`src/rtl/ctrl_dq_bus_scheduler_if.sv`:
```
// DQ bus scheduler request/grant/start bundle.
// master: command path + data drivers; slave: scheduler.
interface ctrl_dq_bus_scheduler_if;
  logic       rd_req;
  logic       rd_bc4;
  logic       rd_pre2;
  logic       wr_req;
  logic       wr_bc4;
  logic       wr_pre2;
  logic       rd_gnt;
  logic       wr_gnt;
  logic       rd_start;
  logic [3:0] rd_bl;
  logic [1:0] rd_pre;
  logic       wr_start;
  logic [3:0] wr_bl;
  logic [1:0] wr_pre;

  modport master (
    output rd_req, rd_bc4, rd_pre2,
    output wr_req, wr_bc4, wr_pre2,
    input  rd_gnt, wr_gnt,
    input  rd_start, rd_bl, rd_pre,
    input  wr_start, wr_bl, wr_pre
  );

  modport slave (
    input  rd_req, rd_bc4, rd_pre2,
    input  wr_req, wr_bc4, wr_pre2,
    output rd_gnt, wr_gnt,
    output rd_start, rd_bl, rd_pre,
    output wr_start, wr_bl, wr_pre
  );
endinterface

```
`src/rtl/ctrl_dq_bus_scheduler.sv`:
```
// CAS read/write arbiter for the shared DQ bus; delays grants by CL/CWL.
// Ports: CK_t, reset_n (async low), bus (slave: req/gnt/start bundle).
module ctrl_dq_bus_scheduler #(
  parameter int CL       = 16,
  parameter int CWL      = 12,
  parameter int TURN_R2W = 2,
  parameter int TURN_W2R = 4
) (
  input  logic                     CK_t,
  input  logic                     reset_n,
  ctrl_dq_bus_scheduler_if.slave   bus
);

  localparam logic DIR_RD = 1'b0;
  localparam logic DIR_WR = 1'b1;

  typedef struct packed {
    logic vld;
    logic bc4;
    logic pre2;
  } slot_t;

  logic [5:0]      busy_q, busy_d;
  logic            last_dir_q, last_dir_d;
  logic            last_gnt_q, last_gnt_d;
  slot_t [CL-1:0]  rd_pipe_q, rd_pipe_d;
  slot_t [CWL-1:0] wr_pipe_q, wr_pipe_d;

  logic [6:0] rd_need;
  logic [6:0] wr_need;
  logic       rd_elig;
  logic       wr_elig;
  logic       rd_win;
  logic       wr_win;
  slot_t      rd_in;
  slot_t      wr_in;
  slot_t      rd_out;
  slot_t      wr_out;

  // Bus cycles used: preamble + beats/2 + postamble.
  function automatic logic [5:0] occ(
    input logic bc4,
    input logic pre2
  );
    occ = 6'd1
        + (pre2 ? 6'd2 : 6'd1)
        + (bc4  ? 6'd2 : 6'd4);
  endfunction

  always_comb begin
    rd_need = {1'b0, busy_q};
    wr_need = {1'b0, busy_q};
    if (last_dir_q == DIR_WR)
      rd_need = rd_need + 7'(TURN_W2R);
    if (last_dir_q == DIR_RD)
      wr_need = wr_need + 7'(TURN_R2W);
    rd_elig = bus.rd_req && (7'(CL) >= rd_need);
    wr_elig = bus.wr_req && (7'(CWL) >= wr_need);
  end

  // Round-robin only matters when both sides are eligible.
  always_comb begin
    rd_win = 1'b0;
    wr_win = 1'b0;
    unique case ({rd_elig, wr_elig})
      2'b11: begin
        if (last_gnt_q == DIR_WR) rd_win = 1'b1;
        else                      wr_win = 1'b1;
      end
      2'b10:   rd_win = 1'b1;
      2'b01:   wr_win = 1'b1;
      default: ;
    endcase
  end

  assign bus.rd_gnt = rd_win;
  assign bus.wr_gnt = wr_win;

  always_comb begin
    busy_d     = (busy_q == 6'd0) ? 6'd0
                                  : busy_q - 6'd1;
    last_dir_d = last_dir_q;
    last_gnt_d = last_gnt_q;
    if (rd_win) begin
      busy_d     = 6'(CL) - 6'd1
                 + occ(bus.rd_bc4, bus.rd_pre2);
      last_dir_d = DIR_RD;
      last_gnt_d = DIR_RD;
    end else if (wr_win) begin
      busy_d     = 6'(CWL) - 6'd1
                 + occ(bus.wr_bc4, bus.wr_pre2);
      last_dir_d = DIR_WR;
      last_gnt_d = DIR_WR;
    end
  end

  always_comb begin
    rd_in.vld  = rd_win;
    rd_in.bc4  = rd_win & bus.rd_bc4;
    rd_in.pre2 = rd_win & bus.rd_pre2;
    wr_in.vld  = wr_win;
    wr_in.bc4  = wr_win & bus.wr_bc4;
    wr_in.pre2 = wr_win & bus.wr_pre2;
    rd_pipe_d  = {rd_pipe_q[CL-2:0], rd_in};
    wr_pipe_d  = {wr_pipe_q[CWL-2:0], wr_in};
  end

  always_ff @(posedge CK_t or negedge reset_n) begin
    if (!reset_n) begin
      busy_q     <= 6'd0;
      last_dir_q <= DIR_RD;
      last_gnt_q <= DIR_WR;
      rd_pipe_q  <= '0;
      wr_pipe_q  <= '0;
    end else begin
      busy_q     <= busy_d;
      last_dir_q <= last_dir_d;
      last_gnt_q <= last_gnt_d;
      rd_pipe_q  <= rd_pipe_d;
      wr_pipe_q  <= wr_pipe_d;
    end
  end

  // Last stage holds the burst starting this cycle.
  assign rd_out = rd_pipe_q[CL-1];
  assign wr_out = wr_pipe_q[CWL-1];

  always_comb begin
    bus.rd_start = rd_out.vld;
    bus.rd_bl    = 4'd0;
    bus.rd_pre   = 2'd0;
    if (rd_out.vld) begin
      bus.rd_bl  = rd_out.bc4  ? 4'd4 : 4'd8;
      bus.rd_pre = rd_out.pre2 ? 2'd2 : 2'd1;
    end
    bus.wr_start = wr_out.vld;
    bus.wr_bl    = 4'd0;
    bus.wr_pre   = 2'd0;
    if (wr_out.vld) begin
      bus.wr_bl  = wr_out.bc4  ? 4'd4 : 4'd8;
      bus.wr_pre = wr_out.pre2 ? 2'd2 : 2'd1;
    end
  end

endmodule
```
`src/flat_wrapper.sv`:
```
// flat-port wrapper written by rule: the top's interface ports become plain ports
module ctrl_dq_bus_scheduler_flat 
#(
  parameter int CL       = 16,
  parameter int CWL      = 12,
  parameter int TURN_R2W = 2,
  parameter int TURN_W2R = 4
)
  (CK_t, reset_n, bus_rd_req, bus_rd_bc4, bus_rd_pre2, bus_wr_req, bus_wr_bc4, bus_wr_pre2, bus_rd_gnt, bus_wr_gnt, bus_rd_start, bus_rd_bl, bus_rd_pre, bus_wr_start, bus_wr_bl, bus_wr_pre);
  ctrl_dq_bus_scheduler_if bus_i ();
  input  logic CK_t;
  input  logic reset_n;
  input wire logic [$bits(bus_i.rd_req)-1:0] bus_rd_req;
  input wire logic [$bits(bus_i.rd_bc4)-1:0] bus_rd_bc4;
  input wire logic [$bits(bus_i.rd_pre2)-1:0] bus_rd_pre2;
  input wire logic [$bits(bus_i.wr_req)-1:0] bus_wr_req;
  input wire logic [$bits(bus_i.wr_bc4)-1:0] bus_wr_bc4;
  input wire logic [$bits(bus_i.wr_pre2)-1:0] bus_wr_pre2;
  output wire logic [$bits(bus_i.rd_gnt)-1:0] bus_rd_gnt;
  output wire logic [$bits(bus_i.wr_gnt)-1:0] bus_wr_gnt;
  output wire logic [$bits(bus_i.rd_start)-1:0] bus_rd_start;
  output wire logic [$bits(bus_i.rd_bl)-1:0] bus_rd_bl;
  output wire logic [$bits(bus_i.rd_pre)-1:0] bus_rd_pre;
  output wire logic [$bits(bus_i.wr_start)-1:0] bus_wr_start;
  output wire logic [$bits(bus_i.wr_bl)-1:0] bus_wr_bl;
  output wire logic [$bits(bus_i.wr_pre)-1:0] bus_wr_pre;
  assign bus_i.rd_req = bus_rd_req;
  assign bus_i.rd_bc4 = bus_rd_bc4;
  assign bus_i.rd_pre2 = bus_rd_pre2;
  assign bus_i.wr_req = bus_wr_req;
  assign bus_i.wr_bc4 = bus_wr_bc4;
  assign bus_i.wr_pre2 = bus_wr_pre2;
  assign bus_rd_gnt = bus_i.rd_gnt;
  assign bus_wr_gnt = bus_i.wr_gnt;
  assign bus_rd_start = bus_i.rd_start;
  assign bus_rd_bl = bus_i.rd_bl;
  assign bus_rd_pre = bus_i.rd_pre;
  assign bus_wr_start = bus_i.wr_start;
  assign bus_wr_bl = bus_i.wr_bl;
  assign bus_wr_pre = bus_i.wr_pre;
  ctrl_dq_bus_scheduler #(.CL(CL), .CWL(CWL), .TURN_R2W(TURN_R2W), .TURN_W2R(TURN_W2R)) u_core (.CK_t(CK_t), .reset_n(reset_n), .bus(bus_i));
endmodule
```
`config.mk`:
```
export PLATFORM = sky130hd
export DESIGN_NAME = ctrl_dq_bus_scheduler_flat
export DESIGN_NICKNAME = d
export VERILOG_FILES = /design/src/rtl/ctrl_dq_bus_scheduler_if.sv /design/src/rtl/ctrl_dq_bus_scheduler.sv /design/src/flat_wrapper.sv
export SDC_FILE = /design/constraint.sdc
export NUM_CORES = 1
export LEC_CHECK = 0
export BUFFER_PORTS_ARGS = -buffer_cell sky130_fd_sc_hd__buf_2
export CORE_MARGIN = 2
export CORE_UTILIZATION = 45
export CTS_CLUSTER_DIAMETER = 150
export CTS_CLUSTER_SIZE = 20
export DETAILED_ROUTE_END_ITERATION = 12
export GPL_ROUTABILITY_DRIVEN = 0
export GPL_TIMING_DRIVEN = 0
export PLACE_DENSITY = 0.74
export RECOVER_POWER = 50
export SLEW_MARGIN = 20
export SYNTH_ARGS = -nofsm -noshare
export SYNTH_HDL_FRONTEND = slang
export SYNTH_SLANG_ARGS = --single-unit
```
`constraint.sdc`:
```
create_clock -name CK_t -period 2.2 [get_ports CK_t]
set_input_delay 0.11 -clock CK_t [delete_from_list [all_inputs] [get_ports CK_t]]
set_output_delay 0.11 -clock CK_t [all_outputs]
set_load 0.01 [all_outputs]
```
==> results.json <==
{
  "fmax_mhz": 466,
  "outcome": "finished, final reports clean",
  "synth_top_area_cell": "dfrtp_1",
  "clock-skew-final_ps": 3.23,
  "synth-warning-count": 0,
  "cap_viol_max_count": 0,
  "power_frac_seq_pct": 54.6,
  "vias_per_cell": 4.82,
  "clockBufferDepth": 2,
  "period_minus_slack_ps": 2140,
  "chipHeight_um": 85.1,
  "cp_max_fo": 7,
  "cpMaxStageDelayCell": "dfrtp_2",
  "switching_share_pct": 28.1,
  "synthAdderAreaFrac_pct": 3.81,
  "p_int_mw": 3.18,
  "worst_pin_slew_ps": 880,
  "cts_buffers": 9,
  "synth_compound_area_share_pct": 6.01,
  "path_delay_family": "simple AND/OR/NAND/NOR gates",
  "grt_overflow": 0,
  "placed_area_mm2": 0.00319,
  "end_kind": "output port",
  "async_reset_ff_share_pct": 100,
  "power_mw": 4.42,
  "synth_mux_area_share_pct": 0.338,
  "core_area_mm2": 0.00635,
  "critical_path_depth": 6,
  "finalSetupViolations": 0,
  "wl_per_cell_um": 12.6,
  "crit_chain": "ha_1 > nand4bb_1 > nand4_1 > or3_4 > a21oi_4 > buf_2",
  "rrSetupSlack_ps": 70,
  "crit_arrival_ps": 2030,
  "antenna_cells": 0,
  "yosysMostFrequentCell": "dfrtp_1",
  "port_buffers": 19,
  "synth_common_cells": "dfrtp_1 (91), inv_1 (10), ha_1 (9)",
  "initial_core_util_pct": 46.6,
  "r2r-end": "u_core.busy_q[1]",
  "reg2reg_from": "u_core.busy_q[2]",
  "critPathLaunchType": "flop",
  "synth.avg_cell_area_um2": 16.3,
  "synth_top_family_by_area": "simple AND/OR/NAND/NOR gates",
  "synth_area_mm2": 0.00296,
  "power_leakage_nw": 1.81,
  "report.final.slew_viol_count": 0,
  "drive_gt1_share_pct": 26.7,
  "first_pass_iters": 4,
  "multiInputGateArea_um2": 606,
  "critPathLaunch": "u_core.busy_q[2]",
  "dr.first_iter.drc_count": 91,
  "critPathMaxStageDelay_ps": 460,
  "cts_tree": "done",
  "slew_headroom_pct": 41.4,
  "grt_pass1_wl_um": 6730,
  "clk_latency_ps": 340,
  "syn_to_final_growth_pct": 17.9,
  "hold_path.class": "primary input to flop",
  "p_clk_share_pct": 22.5,
  "hold_viol_final": 0,
  "cts.clk_slew.worst_paths_ps": 80,
  "critPathRequiredTime_ps": 2090,
  "fin_util_pct": 54.9,
  "synth.area.top_cells": "dfrtp_1 (77%), ha_1 (3.8%), and2_1 (1.3%)",
  "grt_setup_unrepaired": "yes",
  "drc_errors": 0,
  "cts_root_buf": "clkbuf_8",
  "postRouteAntennaNets": 0,
  "synth_edf_count": 0,
  "route.vias.total": 1490,
  "rr_worst_depth": 8,
  "critPathCapture": "bus_wr_gnt",
  "stdcell_area_mm2": 0.00349,
  "powerDensity_mw_per_mm2": 1270,
  "ir_drop_mv": 0.852,
  "antenna_found_initial": 0,
  "synth_cell_type_count": 43,
  "final_nets": 244,
  "fin_crit_sh_pct": 97.5,
  "htreeDepth": 3,
  "synth-xor-area-share_pct": 1.18,
  "cp_num_buf_inv": 1,
  "switchingPower_mw": 1.24,
  "synthDominantCellAreaShare_pct": 77.0,
  "synthFlopType": "dfrtp_1",
  "combPwrFrac_pct": 22.9,
  "dp_hpwl_um": 2470,
  "routed_wl_um": 3910,
  "clock_sinks": 92,
  "ios": 24,
  "min_path_cells": 2,
  "synth_cells": 182,
  "die_x_um": 85.1,
  "std_cell_rows": 29,
  "n_fill_cell": 508,
  "grt_max_degree": 58,
  "crit_type": "flop to output port",
  "grtUsageTotal_pct": 12.4,
  "regArea_mm2": 0.00231,
  "first_global_vias": 1496,
  "die_area_mm2": 0.00724,
  "ys_ff_latch": 92,
  "synthSimpleGateAreaFrac_pct": 7.87,
  "ys_seq_area_share_pct": 77.9
}
[cells in the final DEF (no fill, tap or decap), drive strengths merged, types with 2 or more instances in the layout]
cell	n
o21a	2
inv	11
buf	32
a21oi	3
nand4	3
clkbuf	16
xor2	2
dlygate4sd3	3
a211oi	3
o21ai	2
and2	7
nand2	6
nor3	4
a21boi	2
a221o	3
nor2	4
ha	9
dfrtp	91
conb	4
xnor2	2
nor2b	6
[area by class of cell]
type | instances | share of cell area [%]
Timing Repair Buffer | 31 | 6.10
Clock buffer | 15 | 5.06
Tap cell | 77 | 2.76
Sequential cell | 92 | 66.1
Multi-Input combinational cell | 77 | 17.4
Clock inverter | 1 | 0.144
Buffer | 5 | 1.18
Inverter | 11 | 1.26
[metrics by stage]
stage,worst slack [ps],cells,TNS (ps),hold WS [ps]
floorplan,268,185,0,-186
global placement,83.5,281,0,332
detailed placement,57.2,282,0,91.5
CTS,12.4,303,0,30.6
global route,-47.4,309,-104,32.4
finish,55.7,309,0,44.8
[registers in the layout (all words and copies together) (netlist names)]
| register | cells |
|---|---|
| u_core.last_gnt_q | 1 |
| u_core.rd_out | 2 |
| u_core.rd_pipe_d | 45 |
| u_core.last_dir_q | 1 |
| u_core.bus.wr_start | 1 |
| u_core.wr_out | 2 |
| u_core.wr_pipe_d | 33 |
| u_core.bus.rd_start | 1 |
| u_core.busy_q | 6 |
[routing by layer]
layer / vias up / GRT usage (%) / wire (um)
li1: 689 / - / -
met1: 754 / 15.3 / 1730
met2: 41 / 18.7 / 1900
met3: 6 / 5.84 / 223
met4: 0 / 5.63 / 52
met5: - / 0 / 0
[what timing repair did]
action	4_1_cts	5_1_grt
hold endpoints to repair	38	0
hold buffers	3	0
setup buffers	2	6
setup endpoints to repair	2	5
pin swaps	3	2
resized for setup	1	7
[power groups by stage]
stage	Combinational (mW)	Sequential, mW	Clock, mW
2_1_floorplan	0.634	2.37	0
3_3_place_gp	0.822	2.42	0
3_5_place_dp	0.851	2.45	0
4_1_cts	0.882	2.42	1.03
5_1_grt	1.14	2.48	1.10
6_report	1.01	2.41	0.992
[worst min-delay path by stage]
stage,from,endpoint,slack (ps)
after floorplan,reset_n,u_core.bus.rd_start,-190
after global placement,u_core.wr_pipe_d[7],u_core.wr_pipe_d[10],330
after detailed placement,reset_n,u_core.bus.rd_start,90
after CTS,bus_rd_bc4,u_core.rd_pipe_d[4],30
after global routing,bus_rd_bc4,u_core.rd_pipe_d[4],30
final,bus_rd_bc4,u_core.rd_pipe_d[4],40
[cells by family after synthesis]
family / after synthesis
AOI/OAI and AO/OA: 21
xor gates and xnor gates: 4
adders and majority gates: 9
buffers and inverters: 16
DFF: 92
muxes: 1
other: 1
and+or+nand+nor: 38
[worst reg2reg max path, delay by kind of cell, from the launching register on]
family	cells	cell delay, ps
simple gates	3	520
flops	1	460
compound gates	2	450
buf+inv	2	340
fa+ha+maj	1	260
Note: power is estimated with default switching activity, not from simulation.
